File: config.mk
export PLATFORM = sky130hd
export DESIGN_NAME = fill_pattern_gen
export DESIGN_NICKNAME = d
export VERILOG_FILES = /design/src/rtl/fill_pkg.sv /design/src/rtl/pattern_colour.sv /design/src/rtl/fill_pattern_gen.sv
export SDC_FILE = /design/constraint.sdc
export NUM_CORES = 1
export LEC_CHECK = 0
export ABC_AREA = 1
export ABC_CLOCK_PERIOD_IN_PS = 3900
export BUFFER_PORTS_ARGS = -buffer_cell sky130_fd_sc_hd__buf_2
export CORE_MARGIN = 2
export CORE_UTILIZATION = 55
export CTS_CLUSTER_SIZE = 24
export DETAILED_ROUTE_END_ITERATION = 8
export PLACE_DENSITY = 0.8
export SYNTH_ARGS = -nofsm -noshare
export SYNTH_HDL_FRONTEND = slang
export SYNTH_SLANG_ARGS = --single-unit
File: constraint.sdc
create_clock -name CLOCK_50 -period 3.9 [get_ports CLOCK_50]
set_input_delay 0.195 -clock CLOCK_50 [delete_from_list [all_inputs] [get_ports CLOCK_50]]
set_output_delay 0.195 -clock CLOCK_50 [all_outputs]
set_load 0.02 [all_outputs]
File: src/rtl/fill_pkg.sv
// fill_pkg: shared pattern-mode and FSM-state encodings for the fill engine.
package fill_pkg;
  typedef enum logic [1:0] {
    MODE_SOLID,
    MODE_HSTRIPE,
    MODE_VSTRIPE,
    MODE_CHECK
  } mode_e;
  typedef enum logic [1:0] {
    IDLE,
    DRAW,
    DONE
  } state_e;
endpackage

File: src/rtl/pattern_colour.sv
// pattern_colour: combinational colour lookup for one pixel from its absolute x,y and the fill mode.
module pattern_colour
  import fill_pkg::*;
#(
  parameter int X_W          = 8,
  parameter int Y_W          = 7,
  parameter int COLOUR_W     = 3,
  parameter int STRIPE_SHIFT = 3
) (
  input  mode_e               mode,
  input  logic [X_W-1:0]      x,
  input  logic [Y_W-1:0]      y,
  input  logic [COLOUR_W-1:0] fg,
  input  logic [COLOUR_W-1:0] bg,
  output logic [COLOUR_W-1:0] colour
);
  logic cx, cy, sel;
  assign cx = |((x >> STRIPE_SHIFT) & X_W'(1));
  assign cy = |((y >> STRIPE_SHIFT) & Y_W'(1));
  always_comb begin
    sel = mode == MODE_SOLID   ? 1'b1 :
          mode == MODE_HSTRIPE ? cy   :
          mode == MODE_VSTRIPE ? cx   : cx ^ cy;
  end
  assign colour = sel ? fg : bg;
endmodule

File: src/rtl/fill_pattern_gen.sv
// fill_pattern_gen: rectangle fill rasteriser driving a VGA adapter, one pixel per clock.
// Define FILL_STALL_EN to add a ready input that holds the presented pixel until accepted.
module fill_pattern_gen
  import fill_pkg::*;
#(
  parameter int H_RES        = 160,
  parameter int V_RES        = 120,
  parameter int X_W          = 8,
  parameter int Y_W          = 7,
  parameter int COLOUR_W     = 3,
  parameter int STRIPE_SHIFT = 3
) (
  input  logic                CLOCK_50,
  input  logic                Reset,
  input  logic                start,
  input  logic [1:0]          mode,
  input  logic [COLOUR_W-1:0] fg,
  input  logic [COLOUR_W-1:0] bg,
  input  logic [X_W-1:0]      x0,
  input  logic [X_W-1:0]      x1,
  input  logic [Y_W-1:0]      y0,
  input  logic [Y_W-1:0]      y1,
`ifdef FILL_STALL_EN
  input  logic                ready,
`endif
  output logic [X_W-1:0]      x,
  output logic [Y_W-1:0]      y,
  output logic [COLOUR_W-1:0] colour,
  output logic                plot,
  output logic                busy,
  output logic                done,
  output logic                err
);
  state_e              state_q, state_d;
  mode_e               mode_q, mode_d, pat_mode;
  logic [COLOUR_W-1:0] fg_q, fg_d, bg_q, bg_d, colour_q, colour_d;
  logic [COLOUR_W-1:0] pat_fg, pat_bg, pat_colour;
  logic [X_W-1:0]      x0_q, x0_d, x1_q, x1_d, x_q, x_d, nx;
  logic [Y_W-1:0]      y0_q, y0_d, y1_q, y1_d, y_q, y_d, ny;
  logic                plot_q, plot_d, busy_q, busy_d, done_q, done_d, err_q, err_d;
  logic                accept, region_ok, take, eol, last;
`ifdef FILL_STALL_EN
  assign take = plot_q && ready;
`else
  assign take = plot_q;
`endif
  assign accept    = start && state_q != DRAW;
  assign region_ok = x0 <= x1 && y0 <= y1 && 32'(x1) < H_RES && 32'(y1) < V_RES;
  assign eol       = x_q == x1_q;
  assign last      = eol && y_q == y1_q;
  // The next coordinate is either the new request's origin or the raster successor.
  assign nx       = accept ? x0 : eol ? x0_q : x_q + 1'b1;
  assign ny       = accept ? y0 : eol ? y_q + 1'b1 : y_q;
  assign pat_mode = accept ? mode_e'(mode) : mode_q;
  assign pat_fg   = accept ? fg : fg_q;
  assign pat_bg   = accept ? bg : bg_q;
  pattern_colour #(
    .X_W(X_W), .Y_W(Y_W), .COLOUR_W(COLOUR_W), .STRIPE_SHIFT(STRIPE_SHIFT)
  ) u_pat (
    .mode(pat_mode), .x(nx), .y(ny), .fg(pat_fg), .bg(pat_bg), .colour(pat_colour)
  );
  always_comb begin
    state_d  = state_q;
    mode_d   = mode_q;
    fg_d     = fg_q;
    bg_d     = bg_q;
    x0_d     = x0_q;
    x1_d     = x1_q;
    y0_d     = y0_q;
    y1_d     = y1_q;
    x_d      = x_q;
    y_d      = y_q;
    colour_d = colour_q;
    plot_d   = plot_q;
    busy_d   = busy_q;
    done_d   = done_q;
    err_d    = err_q;
    if (accept) begin
      state_d  = region_ok ? DRAW : DONE;
      mode_d   = mode_e'(mode);
      fg_d     = fg;
      bg_d     = bg;
      x0_d     = x0;
      x1_d     = x1;
      y0_d     = y0;
      y1_d     = y1;
      x_d      = region_ok ? nx : x_q;
      y_d      = region_ok ? ny : y_q;
      colour_d = region_ok ? pat_colour : colour_q;
      plot_d   = region_ok;
      busy_d   = region_ok;
      done_d   = !region_ok;
      err_d    = !region_ok;
    end else if (state_q == DRAW && take) begin
      state_d  = last ? DONE : DRAW;
      x_d      = last ? x_q : nx;
      y_d      = last ? y_q : ny;
      colour_d = last ? colour_q : pat_colour;
      plot_d   = !last;
      busy_d   = !last;
      done_d   = last;
    end
  end
  always_ff @(posedge CLOCK_50 or negedge Reset) begin
    if (!Reset) begin
      state_q  <= IDLE;
      mode_q   <= MODE_SOLID;
      fg_q     <= '0;
      bg_q     <= '0;
      x0_q     <= '0;
      x1_q     <= '0;
      y0_q     <= '0;
      y1_q     <= '0;
      x_q      <= '0;
      y_q      <= '0;
      colour_q <= '0;
      plot_q   <= 1'b0;
      busy_q   <= 1'b0;
      done_q   <= 1'b0;
      err_q    <= 1'b0;
    end else begin
      state_q  <= state_d;
      mode_q   <= mode_d;
      fg_q     <= fg_d;
      bg_q     <= bg_d;
      x0_q     <= x0_d;
      x1_q     <= x1_d;
      y0_q     <= y0_d;
      y1_q     <= y1_d;
      x_q      <= x_d;
      y_q      <= y_d;
      colour_q <= colour_d;
      plot_q   <= plot_d;
      busy_q   <= busy_d;
      done_q   <= done_d;
      err_q    <= err_d;
    end
  end
  assign x      = x_q;
  assign y      = y_q;
  assign colour = colour_q;
  assign plot   = plot_q;
  assign busy   = busy_q;
  assign done   = done_q;
  assign err    = err_q;
endmodule

# After elaboration in Yosys (flattened, before gate mapping)
# Cells that the tools add are included.
# W data, S select, Z words.
[classes]
addsub = 2
magnitude_cmp = 4
n_eq_ne = 8
mux = 31
bitwise = 1
n_reduce_logical = 11
[ops]
columns = ["cell", "count"]
rows = [
  ["$mux W8", 6],
  ["$mux W7", 6],
  ["$mux W3", 7],
  ["$mux W2", 5],
  ["$add A8 B1 Y8 const B", 1],
  ["$eq A8 B8 Y1", 1],
  ["$le A8 B8 Y1", 1],
  ["$lt A8 B8 Y1 const B", 1],
  ["$add A7 B1 Y7 const B", 1],
  ["$eq A7 B7 Y1", 1],
  ["$le A7 B7 Y1", 1],
  ["$lt A7 B7 Y1 const B", 1],
  ["$mux W1", 7],
  ["$logic_and A1 B1 Y1", 6],
  ["$eq A2 B1 Y1 const B", 2],
  ["$ne A2 B1 Y1 const B", 2],
  ["$reduce_and A3 Y1", 1],
  ["$eq A2 B2 Y1 const B", 1],
  ["$logic_not A1 Y1", 2],
  ["$logic_not A2 Y1", 1],
  ["$ne A2 B2 Y1 const B", 1],
  ["$reduce_bool A2 Y1", 1],
  ["$xor A1 B1 Y1", 1],
]
[word_totals]
register_bits = 54
out_inout_bits = 22
wordCells = 70

# Depth between registers and ports, before layout
[depth]
word_depth = 11
depth_mapped = 16

# By module
# Synthesis repeated with hierarchy kept, for this count alone.
[hier_totals]
cells_unflattened = 470
area_unflattened_um2 = 3358.2
[modules_own_cells]
columns = ["mod", "instances", "cells_each", "area_each_um2"]
rows = [
  ["fill_pattern_gen", 1, 455, 3290.7],
  ["pattern_colour", 1, 15, 67.6],
]

# Worst setup path after synthesis
# OpenSTA, ideal clock, no wires.
[synth_timing]
path_type = "register -> register"
from = "reg x_q[4] (netlist: x[4])"
to = "reg colour_q[0] (netlist: colour[0])"
setup_time_ns = 0.117
arrival_time_ns = 1.591
required_ns = 3.783
setup_slack_ns = 2.191
stages_incl_launch_ff = 14
synth_period_minus_slack_ns = 1.709
cell_sequence = "dfrtp_1 -> inv_1 -> nand2_1 -> nand2_1 -> nand2_1 -> nor2_2 -> nand2_4 -> nor2_4 -> a21oi_2 -> nand2_4 -> inv_2 -> buf_6 -> nand3_1 -> nand2_1"
[synth_between]
elab_chain_cells = 11
word_cells_on_any_way = 17
cone_classes = "eq/ne (2); mux (12); bitwise (1); reduce/logical (2)"
[synth_rtl]
columns = ["element", "line", "text"]
rows = [
  ["start, declared", "fill_pattern_gen.sv:38", "logic [X_W-1:0] x0_q, x0_d, x1_q, x1_d, x_q, x_d, nx;"],
  ["start signal, assigned", "fill_pattern_gen.sv:114", "x_q <= '0;"],
  ["start signal, assigned", "fill_pattern_gen.sv:130", "x_q <= x_d;"],
  ["$eq A8 B8 Y1 *", "fill_pattern_gen.sv:49", "assign eol = x_q == x1_q;"],
  ["$mux W8 / $mux W7 (equally long branches) (2 in a row)", "fill_pattern_gen.sv:52, fill_pattern_gen.sv:53", ""],
  ["$xor A1 B1 Y1", "pattern_colour.sv:23", "mode == MODE_VSTRIPE ? cx : cx ^ cy;"],
  ["$mux W1", "pattern_colour.sv:23", ""],
  ["$mux W1", "pattern_colour.sv:22", "mode == MODE_HSTRIPE ? cy :"],
  ["$mux W1", "pattern_colour.sv:21", "sel = mode == MODE_SOLID ? 1'b1 :"],
  ["$mux W3", "pattern_colour.sv:25", "assign colour = sel ? fg : bg;"],
  ["$mux W3", "fill_pattern_gen.sv:98", "colour_d = last ? colour_q : pat_colour;"],
  ["$mux W3", "fill_pattern_gen.sv:94", "end else if (state_q == DRAW && take) begin"],
  ["$mux W3", "fill_pattern_gen.sv:78", "if (accept) begin"],
  ["end signal, assigned", "fill_pattern_gen.sv:132", "colour_q <= colour_d;"],
  ["end, declared", "fill_pattern_gen.sv:36", "logic [COLOUR_W-1:0] fg_q, fg_d, bg_q, bg_d, colour_q, colour_d;"],
]
# Every way passes the cells marked *; elsewhere a longest branch is shown, timed or not. The select of a mux whose other input is x is not followed.
# A chain may end at the register's enable or synchronous reset.

# Worst setup path after layout
[layout_timing]
from = "reg state_q[0]"
to = "reg colour_q[0] (netlist: colour[0])"
[layout_between]
elab_chain_cells = 11
word_cells_on_any_way = 25
cone_classes = "eq/ne (6); mux (13); bitwise (1); reduce/logical (5)"
[layout_rtl]
columns = ["element", "line", "text"]
rows = [
  ["start, declared", "fill_pattern_gen.sv:34", "state_e state_q, state_d;"],
  ["start signal, assigned", "fill_pattern_gen.sv:122", "state_q <= state_d;"],
  ["$ne A2 B1 Y1", "fill_pattern_gen.sv:47", "assign accept = start && state_q != DRAW;"],
  ["$logic_and A1 B1 Y1", "fill_pattern_gen.sv:47", ""],
  ["$mux W2, or another cell as far along", "-", ""],
  ["$eq A2 B2 Y1 / $xor A1 B1 Y1 (equally long branches)", "pattern_colour.sv:23", ""],
  ["$mux W1", "pattern_colour.sv:23", ""],
  ["$mux W1", "pattern_colour.sv:22", ""],
  ["$mux W1", "pattern_colour.sv:21", ""],
  ["$mux W3", "pattern_colour.sv:25", ""],
  ["$mux W3", "fill_pattern_gen.sv:98", ""],
  ["$mux W3", "fill_pattern_gen.sv:94", ""],
  ["$mux W3", "fill_pattern_gen.sv:78", ""],
]
# Several ways; a longest one is shown, not always the timed one. The select of a mux whose other input is x is not followed.

==> qor.yml <==
status:
  status: "finished, violations left"
  violated_checks: "hold timing"
clock_network:
  tritoncts_num_sinks: 52
  cts_tree: "yes"
  cts_hold_fix_bufs: 0
  worst_setup_hold_path_clk_slew_ps: 90
  cts_resized: 0
  clock_tree.buffer_depth: 2
  clk_latency_ps: 310
  cts_inserted_buffers: 5
  cts_max_level: 2
  post_cts_buffers: 0
  cts_root_buffer: "sky130_fd_sc_hd__clkbuf_8"
placement:
  place.gp.congestion: 0.8314
  dp_cells: 513
  buffers_added_on_ports: 62
  placed_cell_area_um2: 3432
  dp_slack_ps: 1599
  detailedPlacementHpwl_mm: 5.181
sta:
  rsz0062_at_grt: "false"
  timing.clock.skew_ps: 7.662
  total_setup_violations_reported_at_the_end_of_the_flow: 0
  maxSlewViolCount: 0
  final_critical_path_setup_slack_ps: 1562
  worst_slew_pin_slew_ps: 649.8
  fmax_mhz: 427.7
  finalCritPeriodShare_pct: 59.95
  slew_headroom_pct: 56.68
  hold_slack_ps: -15.60
  final_period_minus_worst_setup_slack_ps: 2338
  final-hold-violation-count: 30
  totalNegativeSetupSlack_ps: 0
cells_and_area:
  mostFrequentLayoutCell: "sky130_fd_sc_hd__nand2_1"
  post_route_cells_drive_above_1_share_pct: 22.05
  fin_nets: 506
  num_antenna_cells: 0
  stdcell_area_um2: 3540
  final_cell_mix: "116 x sky130_fd_sc_hd__nand2_1, 62 x sky130_fd_sc_hd__buf_2, 52 x sky130_fd_sc_hd__dfrtp_1"
  syn_to_final_growth_pct: 14.91
  post_layout_nonfiller_instances: 521
worst_setup_path:
  cp-end-kind: "flip-flop"
  slowest_stage: "sky130_fd_sc_hd__dfrtp_1"
  crit_required_ps: 4110
  timing.critical_path.mode_cell: "sky130_fd_sc_hd__nand2_1"
  cpPeakStageDelay_ps: 430
  crit_chain: "a21oi_2, buf_4, inv_2, o21ai_0, inv_1, nand2_1, nand2_2, nand2_2, nand2_1, nand3_1, nand2_1"
  crit_arrival_ps: 2550
  setup.worst_path.class: "reg -> reg"
  setup.worst_path.start_class: "flip-flop"
  critical_path_peak_fanout: 42
synth:
  synth_area_leader_cell: "sky130_fd_sc_hd__dfrtp_1"
  sequential_element_share_of_the_synthesized_area_pct: 42.24
  synth_largest_type_area_fraction_pct: 42.24
  synthesis.nets: 446
  synth.top_cells.by_area: "sky130_fd_sc_hd__dfrtp_1 42%, sky130_fd_sc_hd__nand2_1 14%, sky130_fd_sc_hd__ha_1 6.9%"
  synth_cell_area_um2: 3080
  yosysWarningCount: 0
  netlist_instances: 388
  register_bit_count_reported_by_yosys: 52
  avgSynthCellArea_um2: 7.939
  synth.distinct_cells: 35
floorplan:
  die_area_um2: 6216
  coreArea_um2: 5473
  die-width_um: 78.84
  num_rows: 27
  floorplan.initialDensity_pct: 56.29
  chipHeight_um: 78.84
  io_pins: 63
grt:
  global_route_wire_length_before_repair_mm: 11.58
  largest_net_degree_at_the_start_of_global_routing: 53
  first_global_vias: 2517
  globalRouteOverflowTotal: 0
  antenna_found_initial: 0
  groute.usage.overall_pct: 24.04
drt:
  drt.antenna.violating_nets: 0
  viasPerCell: 5.223
  drcViolationCount: 0
  routed_len_inst_um: 13.38
  finalWirelength_mm: 6.972
  route.vias.total: 2721
  drt_first_pass_iters: 4
  detail_route.iter0.violations: 209
power:
  peak_ir_drop_on_the_vdd_network_mv: 0.4005
  power.density_nw_per_um2: 731.7
  power.static_leakage_uw: 0.001874
min_path:
  holdCritPathClass: "in -> async"
job:
  timing.max_cap.violations: 0
==> worst max-delay path, delay by kind of cell, from the launching register on <==
kind	cells	cell delay, ps
buffers and inverters	3	850
AO/OA/AOI/OAI	2	470
AND/OR/NAND/NOR	6	450
flip-flops	1	430
==> routing by layer <==
| metal | track usage [%] | part of all wire (%) | up-vias |
|---|---|---|---|
| met5 | 0 | 0 | - |
| met4 | 6.207 | 0.87 | 0 |
| met3 | 5.909 | 6.1 | 5 |
| met2 | 38.29 | 46 | 86 |
| met1 | 33.23 | 47 | 1279 |
| li1 | - | - | 1351 |
==> stage by stage <==
| step | total power, uW | utilization (%) |
|---|---|---|
| floorplan | 1907 | - |
| global placement | 2186 | 62.71 |
| detailed placement | 2223 | 62.71 |
| CTS | 2597 | 64.68 |
| global route | 2813 | 64.68 |
| finish | 2590 | 64.68 |
==> registers in the layout, indices dropped and copies added, names as in the netlist <==
name,flops
bg_q,3
x,8
y1_q,7
y,7
colour,3
fg_q,3
mode_q,2
x0_q,8
err,1
state_q,2
x1_q,8
==> cell families (layout without fill, tap and decap cells) <==
family,after synthesis,count (layout),synth area share [%]
AND/OR/NAND/NOR,165,165,23.80
AO/OA/AOI/OAI,69,69,12.55
buffers and inverters,64,125,8.529
flip-flops,52,52,42.24
XOR/XNOR,21,21,5.971
adder cells (fa/ha/maj),17,17,6.905
==> worst paths after layout <==
| kind | startpoint | endpoint | slack [ps] | depth (start not counted) |
|---|---|---|---|---|
| max | state_q[0] | colour[0] | 1560 | 11 |
| min | Reset | x1_q[4] | -20 | 2 |
| max reg2reg | state_q[0] | colour[0] | 1560 | 11 |
| min reg2reg | x0_q[2] | x0_q[2] | 470 | 2 |
| max in group asynchronous | Reset | x[5] | 3480 | 2 |
| min in group CLOCK_50 | y1[0] | y1_q[0] | 110 | 3 |
==> cells in the mapped netlist <==
cell and count:
sky130_fd_sc_hd__o22ai_1 1, sky130_fd_sc_hd__a21oi_1 13, sky130_fd_sc_hd__nor2_4 2, sky130_fd_sc_hd__a221oi_1 1, sky130_fd_sc_hd__buf_6 1, sky130_fd_sc_hd__nand2_4 2
sky130_fd_sc_hd__a21oi_2 2, sky130_fd_sc_hd__a22o_1 1, sky130_fd_sc_hd__o21ai_2 2, sky130_fd_sc_hd__nand3_2 2, sky130_fd_sc_hd__inv_2 3, sky130_fd_sc_hd__o21a_1 1
sky130_fd_sc_hd__xor2_1 8, sky130_fd_sc_hd__or2_2 9, sky130_fd_sc_hd__clkbuf_1 4, sky130_fd_sc_hd__nand2_1 116, sky130_fd_sc_hd__o221ai_1 2, sky130_fd_sc_hd__o31ai_1 1
sky130_fd_sc_hd__dfrtp_1 52, sky130_fd_sc_hd__nand4_1 4, sky130_fd_sc_hd__ha_1 17, sky130_fd_sc_hd__nand3_1 15, sky130_fd_sc_hd__o211ai_1 2, sky130_fd_sc_hd__nor2_2 2
sky130_fd_sc_hd__inv_1 50, sky130_fd_sc_hd__o21ai_1 3, sky130_fd_sc_hd__clkbuf_2 1, sky130_fd_sc_hd__o21ai_0 40, sky130_fd_sc_hd__nand2_2 4, sky130_fd_sc_hd__nor3b_1 1
sky130_fd_sc_hd__buf_2 2, sky130_fd_sc_hd__xnor2_1 13, sky130_fd_sc_hd__nor3_1 1, sky130_fd_sc_hd__nor2_1 7, sky130_fd_sc_hd__buf_4 3
==> area by class of cell <==
| type | instances | area, um2 |
|---|---|---|
| repair buffers | 64 | 325.3 |
| flip-flops and latches | 52 | 1301 |
| fillers | 489 | 1933 |
| well taps | 72 | 90.09 |
| clock inverters | 2 | 35.03 |
| multi-input cells | 272 | 1516 |
| clock buffers | 6 | 72.57 |
| inverters | 53 | 198.9 |
==> where the power goes <==
group / internal (uW) / switching (uW) / leakage [uW]
registers: 790 / 201 / 0.000634
logic: 456 / 772 / 0.00118
clock network: 191 / 181 / 0.0000552
total: 1440 / 1150 / 0.00187
(Power assumes the default switching activity.)
